[src/rtl/uart_pkg.sv]
// -----------------------------------------------------------------------------
// uart_pkg
// Types and constants shared by the UART receive controller and its FIFO.
//   rx_ctrl_state_t  : controller FSM states
//   uart_cfg_t       : frame configuration driven to uart_rx
//   UART_OSR         : oversample ratio of the receiver clock
//   UART_MAX_FRAME_TICKS : longest frame (start + 8 data + parity + 2 stop) in ticks
//   UART_CFG_DEFAULT : configuration after reset (8N1)
// -----------------------------------------------------------------------------
package uart_pkg;

  typedef enum logic [1:0] {
    RX_OFF   = 2'd0,
    RX_ARMED = 2'd1,
    RX_BUSY  = 2'd2,
    RX_ABORT = 2'd3
  } rx_ctrl_state_t;

  typedef struct packed {
    logic [3:0] len;
    logic       parity_en;
    logic       parity_ty;
    logic       stop2;
  } uart_cfg_t;

  localparam int UART_OSR             = 16;
  localparam int UART_MAX_FRAME_TICKS = 12 * UART_OSR;

  localparam uart_cfg_t UART_CFG_DEFAULT = '{
    len:       4'd8,
    parity_en: 1'b0,
    parity_ty: 1'b0,
    stop2:     1'b0
  };

endpackage

[src/rtl/uart_rx_fifo.sv]
// -----------------------------------------------------------------------------
// uart_rx_fifo
// Synchronous FIFO holding received characters with their error flag.
//   clk, rst   : clock, synchronous active-high reset (empties FIFO, clears array)
//   push       : write push_data; dropped when full unless a pop happens too
//   push_data  : entry to write
//   pop        : advance head; ignored when empty
//   pop_data   : head entry (array read at the registered read pointer)
//   full/empty : registered status flags
//   count      : registered occupancy, 0..DEPTH
// -----------------------------------------------------------------------------
module uart_rx_fifo #(
  parameter int WIDTH = 9,
  parameter int DEPTH = 4
) (
  input  logic                     clk,
  input  logic                     rst,
  input  logic                     push,
  input  logic [WIDTH-1:0]         push_data,
  input  logic                     pop,
  output logic [WIDTH-1:0]         pop_data,
  output logic                     full,
  output logic                     empty,
  output logic [$clog2(DEPTH):0]   count
);

  localparam int AW = $clog2(DEPTH);
  localparam int CW = AW + 1;
  localparam logic [CW-1:0] FULL_CNT = CW'(DEPTH);

  logic [WIDTH-1:0] mem [DEPTH];
  logic [AW-1:0]    wr_ptr;
  logic [AW-1:0]    rd_ptr;
  logic [CW-1:0]    count_q;
  logic [CW-1:0]    count_next;
  logic             empty_q;
  logic             full_q;
  logic             do_push;
  logic             do_pop;

  // A pop frees the slot the simultaneous push needs, so a full FIFO
  // accepts a push only when it is also being popped.
  assign do_pop  = pop && !empty_q;
  assign do_push = push && (!full_q || do_pop);

  always_comb begin
    count_next = count_q;
    if (do_push && !do_pop) begin
      count_next = count_q + 1'b1;
    end else if (!do_push && do_pop) begin
      count_next = count_q - 1'b1;
    end
  end

  always_ff @(posedge clk) begin
    if (rst) begin
      wr_ptr  <= '0;
      rd_ptr  <= '0;
      count_q <= '0;
      empty_q <= 1'b1;
      full_q  <= 1'b0;
      for (int i = 0; i < DEPTH; i++) begin
        mem[i] <= '0;
      end
    end else begin
      if (do_push) begin
        mem[wr_ptr] <= push_data;
        wr_ptr      <= wr_ptr + 1'b1;
      end
      if (do_pop) begin
        rd_ptr <= rd_ptr + 1'b1;
      end
      count_q <= count_next;
      empty_q <= (count_next == '0);
      full_q  <= (count_next == FULL_CNT);
    end
  end

  assign pop_data = mem[rd_ptr];
  assign full     = full_q;
  assign empty    = empty_q;
  assign count    = count_q;

endmodule

[src/rtl/uart_rx_ctrl.sv]
// -----------------------------------------------------------------------------
// uart_rx_ctrl
// Sequences one uart_rx: holds its frame configuration, arms it, supervises
// each frame with a watchdog, aborts it on disable or timeout, and queues each
// received character {er, data} in a FIFO for the consumer.
//   i_rx_clk, rst          : 16x oversample clock, synchronous active-high reset
//   i_en                   : reception enable
//   i_cfg_wr, i_cfg_*      : config write (accepted only in OFF)
//   o_len .. o_stop2       : registered config to uart_rx
//   o_rx_str, o_rx_rst     : arm strobe / reset to uart_rx
//   i_line                 : raw serial line (start-bit detection)
//   i_rx_data/done/er      : uart_rx result
//   o_data, o_valid, i_ready, o_count : FIFO head, non-empty, pop, occupancy
//   o_overrun, o_timeout, i_flag_clr  : sticky flags and their clear
//   o_busy                 : frame in progress (BUSY or ABORT)
//   o_state                : current FSM state, for observation
//
// Handshake: o_data is valid whenever o_valid is high; an entry is consumed on
// every rising edge where o_valid and i_ready are both high. i_ready while
// o_valid is low has no effect.
//
// TIMEOUT must be at least UART_MAX_FRAME_TICKS so a legal frame never trips
// the watchdog; DEPTH must be a power of two >= 2.
// -----------------------------------------------------------------------------
module uart_rx_ctrl
  import uart_pkg::*;
#(
  parameter int DEPTH   = 4,
  parameter int TIMEOUT = 256
) (
  input  logic                   i_rx_clk,
  input  logic                   rst,
  input  logic                   i_en,
  input  logic                   i_cfg_wr,
  input  logic [3:0]             i_cfg_len,
  input  logic                   i_cfg_parity_en,
  input  logic                   i_cfg_parity_ty,
  input  logic                   i_cfg_stop2,
  output logic [3:0]             o_len,
  output logic                   o_parity_en,
  output logic                   o_parity_ty,
  output logic                   o_stop2,
  output logic                   o_rx_str,
  output logic                   o_rx_rst,
  input  logic                   i_line,
  input  logic [7:0]             i_rx_data,
  input  logic                   i_rx_done,
  input  logic                   i_rx_er,
  output logic [8:0]             o_data,
  output logic                   o_valid,
  input  logic                   i_ready,
  output logic [$clog2(DEPTH):0] o_count,
  output logic                   o_overrun,
  output logic                   o_timeout,
  input  logic                   i_flag_clr,
  output logic                   o_busy,
  output rx_ctrl_state_t         o_state
);

  localparam int WD_W = $clog2(TIMEOUT);
  localparam logic [WD_W-1:0] WD_LAST = WD_W'(TIMEOUT - 1);

  rx_ctrl_state_t  state;
  uart_cfg_t       cfg;
  logic [WD_W-1:0] wd;
  logic            rx_str_q;
  logic            busy_q;
  logic            timeout_q;
  logic            overrun_q;

  logic            push;
  logic            drop;
  logic            wd_expired;
  logic            fifo_full;
  logic            fifo_empty;

  // Only a done seen during a supervised frame is queued.
  assign push       = (state == RX_BUSY) && i_rx_done;
  // Full implies non-empty, so a simultaneous pop always makes room.
  assign drop       = push && fifo_full && !i_ready;
  // Done in the last watchdog cycle still completes the frame.
  assign wd_expired = (state == RX_BUSY) && !i_rx_done && (wd == WD_LAST);

  // Controller FSM with registered strobe, busy and timeout outputs.
  always_ff @(posedge i_rx_clk) begin
    if (rst) begin
      state     <= RX_OFF;
      cfg       <= UART_CFG_DEFAULT;
      wd        <= '0;
      rx_str_q  <= 1'b0;
      busy_q    <= 1'b0;
      timeout_q <= 1'b0;
    end else begin
      case (state)
        RX_OFF: begin
          if (i_cfg_wr) begin
            cfg <= '{len: i_cfg_len, parity_en: i_cfg_parity_en,
                     parity_ty: i_cfg_parity_ty, stop2: i_cfg_stop2};
          end
          if (i_en) begin
            state    <= RX_ARMED;
            rx_str_q <= 1'b1;
          end
        end
        RX_ARMED: begin
          if (!i_en) begin
            state    <= RX_OFF;
            rx_str_q <= 1'b0;
          end else if (!i_line) begin
            // Same edge on which uart_rx leaves idle on the start bit.
            state  <= RX_BUSY;
            wd     <= '0;
            busy_q <= 1'b1;
          end
        end
        RX_BUSY: begin
          wd <= wd + 1'b1;
          if (i_rx_done) begin
            state  <= RX_ARMED;
            busy_q <= 1'b0;
          end else if (!i_en || wd_expired) begin
            state    <= RX_ABORT;
            rx_str_q <= 1'b0;
          end
        end
        RX_ABORT: begin
          busy_q <= 1'b0;
          if (i_en) begin
            state    <= RX_ARMED;
            rx_str_q <= 1'b1;
          end else begin
            state <= RX_OFF;
          end
        end
        default: begin
          state    <= RX_OFF;
          rx_str_q <= 1'b0;
          busy_q   <= 1'b0;
        end
      endcase

      // Set beats clear when both happen in one cycle.
      if (wd_expired) begin
        timeout_q <= 1'b1;
      end else if (i_flag_clr) begin
        timeout_q <= 1'b0;
      end
    end
  end

  always_ff @(posedge i_rx_clk) begin
    if (rst) begin
      overrun_q <= 1'b0;
    end else if (drop) begin
      overrun_q <= 1'b1;
    end else if (i_flag_clr) begin
      overrun_q <= 1'b0;
    end
  end

  uart_rx_fifo #(
    .WIDTH (9),
    .DEPTH (DEPTH)
  ) u_fifo (
    .clk       (i_rx_clk),
    .rst       (rst),
    .push      (push),
    .push_data ({i_rx_er, i_rx_data}),
    .pop       (i_ready),
    .pop_data  (o_data),
    .full      (fifo_full),
    .empty     (fifo_empty),
    .count     (o_count)
  );

  assign o_len       = cfg.len;
  assign o_parity_en = cfg.parity_en;
  assign o_parity_ty = cfg.parity_ty;
  assign o_stop2     = cfg.stop2;
  assign o_rx_str    = rx_str_q;
  assign o_rx_rst    = rst || (state == RX_ABORT);
  assign o_valid     = !fifo_empty;
  assign o_overrun   = overrun_q;
  assign o_timeout   = timeout_q;
  assign o_busy      = busy_q;
  assign o_state     = state;

endmodule

[config.mk]
export PLATFORM = sky130hd
export DESIGN_NAME = uart_rx_ctrl
export DESIGN_NICKNAME = d
export VERILOG_FILES = /design/src/rtl/uart_pkg.sv /design/src/rtl/uart_rx_fifo.sv /design/src/rtl/uart_rx_ctrl.sv
export SDC_FILE = /design/constraint.sdc
export NUM_CORES = 1
export LEC_CHECK = 0
export ABC_AREA = 1
export CAP_MARGIN = 25
export CORE_ASPECT_RATIO = 0.5
export CORE_MARGIN = 2
export CORE_UTILIZATION = 53
export DETAILED_ROUTE_END_ITERATION = 16
export GPL_ROUTABILITY_DRIVEN = 0
export GPL_TIMING_DRIVEN = 1
export PLACE_DENSITY_LB_ADDON = 0.2
export SLEW_MARGIN = 20
export SYNTH_ARGS = -nofsm -noshare
export SYNTH_HDL_FRONTEND = slang
export SYNTH_SLANG_ARGS = --single-unit
[constraint.sdc]
create_clock -name i_rx_clk -period 2.35 [get_ports i_rx_clk]
set_input_delay 0.5875 -clock i_rx_clk [delete_from_list [all_inputs] [get_ports i_rx_clk]]
set_output_delay 0.5875 -clock i_rx_clk [all_outputs]
set_load 0.05 [all_outputs]
==> impl_metrics.json <==
{
  "grt_usage": 0.225,
  "numCtsBuffers": 9,
  "end_kind": "output pin",
  "critPathMaxFanout": 7,
  "ys_seq_area_frac": 0.539,
  "max-vdd-ir-drop_v": 0.000718,
  "final_common_cell": "nor2_1",
  "synth_seq_cells": 68,
  "ant_nets": 0,
  "crit_type": "reg2out",
  "start_util": 0.567,
  "core_region_area_um2": 5630,
  "grt_max_degree": 19,
  "p_leak_nw": 1.76,
  "syn-instance-count": 364,
  "hold_violations": 0,
  "grt-ovfl-total": 0,
  "maxSlewHeadroom": 0.643,
  "htree_levels": 3,
  "synth_area_per_cell_um2": 8.77,
  "cts_sinks": 68,
  "drtIter0Drc": 138,
  "skew_ps": 8.25,
  "num_rows": 19,
  "drt-vias-per-instance": 5.10,
  "synth_enable_flop_cells": 36,
  "grt_pass1_vias": 2504,
  "synthTopCellsByArea": "edfxtp_1 (34%), dfxtp_1 (20%), nor2_1 (9.2%)",
  "finalPower_mw": 4.18,
  "rsz0062_at_grt": "no",
  "synth.distinct_cells": 34,
  "drive_gt1_frac": 0.135,
  "fin_crit_sh": 0.941,
  "chipWidth_um": 114,
  "synth_area_um2": 3190,
  "maxCapViolCount": 0,
  "cts_tree": "done",
  "max_freq_ghz": 0.452,
  "arrival_ps": 1620,
  "first_pass_iters": 4,
  "critPathSlowestCell": "clkdlybuf4s50_1",
  "status": "finished clean",
  "powerDensity_nw_per_um2": 1010,
  "crit_family": "buffers and inverters",
  "area_growth_pct": 29.5,
  "die_area_um2": 6700,
  "dp_slack_ps": 139,
  "worst_pin_slew_ps": 534,
  "grt_pass1_wl_mm": 11.2,
  "cts-root-buf": "clkbuf_16",
  "hp-class": "reg2reg",
  "ys.flop_type": "edfxtp_1",
  "portBuffers": 50,
  "cts_resized": 0,
  "dp_cells": 493,
  "ys_warn_count": 0,
  "tns_ps": 0,
  "clockBufferDepth": 2,
  "routed-via-count": 2595,
  "startpoint_type": "flip-flop",
  "synth_top_area_frac": 0.339,
  "period_minus_slack_ps": 2210,
  "wl_per_cell_um": 13.5,
  "antenna_found_initial": 0,
  "crit_required_ps": 1760,
  "yosysTopAreaCell": "edfxtp_1",
  "crit_buf_inv": 1,
  "syn_nets": 396,
  "ctsHoldBuffers": 0,
  "post_cts_buffers": 0,
  "die_y_um": 58.9,
  "crit_chain": "clkdlybuf4s50_1",
  "route.detailed.drc": 0,
  "routed_wl_mm": 6.89,
  "hpwlAfterDp_mm": 4.89,
  "layout_common_cells": "nor2_1 (78), nand2_1 (47), inv_1 (43)",
  "antenna_cells": 0,
  "setup_ws_ps": 139,
  "setup_viol": 0,
  "nNetsFinal": 463,
  "clock_latency_ps": 330,
  "clk_transition_reported_paths_ps": 50,
  "holdWs_ps": 478,
  "fin_cells": 509,
  "slowest_delay_ps": 850,
  "ys_async_sr_fraction": 0,
  "pin_count": 51,
  "slew_viol_final": 0
}
[flip-flops by register name (all words and copies together), names as in the netlist, 2 cells and up, named ones only]
signal         count
wd                 8
u_fifo.rd_ptr      2
u_fifo.wr_ptr      2
o_len              4
u_fifo.count       3
o_state            2
u_fifo.mem        36
[cell type report]
| cell class | count | area (µm²) |
|---|---|---|
| clock buffer | 11 | 233 |
| sequential | 68 | 1720 |
| tap | 73 | 91.3 |
| clock inverter | 5 | 76.3 |
| timing repair buffer | 63 | 586 |
| multi-input combinational | 240 | 1240 |
| inverter | 49 | 188 |
| fill | 427 | 1500 |
[through the flow]
stage,util,area [µm²]
6_report,0.734,4130
5_1_grt,0.734,4130
2_1_floorplan,-,3200
3_5_place_dp,0.679,3820
3_3_place_gp,0.679,3820
4_1_cts,0.734,4130
[path summary, 6_finish.rpt]
kind,cells after the start,start,slack [ps],to
max,1,o_state[0],140,o_state[0]
min,2,o_len[0],480,o_len[0]
max reg2reg,10,o_state[0],550,wd[4]
min reg2reg,2,o_len[0],480,o_len[0]
[cell families after synthesis]
family,synth area share
xor+xnor,0.00274
flops,0.539
compound gates,0.106
buf+inv,0.0744
simple gates,0.246
fa+ha+maj,0.0313
[cell usage after synthesis, types with 2 or more instances]
master,n
nand2_2,4
nor2_1,78
inv_1,43
buf_2,3
a21oi_1,13
o21ai_0,33
dfxtp_1,32
clkbuf_1,2
nand3_1,21
nand2_4,9
ha_1,8
nand4_1,3
o22ai_1,10
clkinv_1,3
nor2_4,2
nand2_1,47
edfxtp_1,36
[metal layers]
metal,track usage,up-vias,part of all wire,wire length (µm)
met4,0.0906,0,0.012,81
met5,0,-,0,0
met2,0.404,51,0.51,3510
li1,-,1328,-,-
met3,0.0793,8,0.059,408
met1,0.252,1208,0.42,2880
[tightest hold or removal path: stages, from the launching register on]
cell and delay [ps]:
dfxtp_1 320, nor2_1 50, nor2_1 80
[where the power goes]
part / total [mW] / leakage (nW) / internal [mW] / switching (mW)
Combinational: 1.34 / 0.984 / 0.435 / 0.904
Sequential: 1.45 / 0.633 / 1.37 / 0.0783
Clock: 1.39 / 0.147 / 0.922 / 0.466
Total: 4.18 / 1.76 / 2.73 / 1.45
Power figures use the tool's default switching activity.
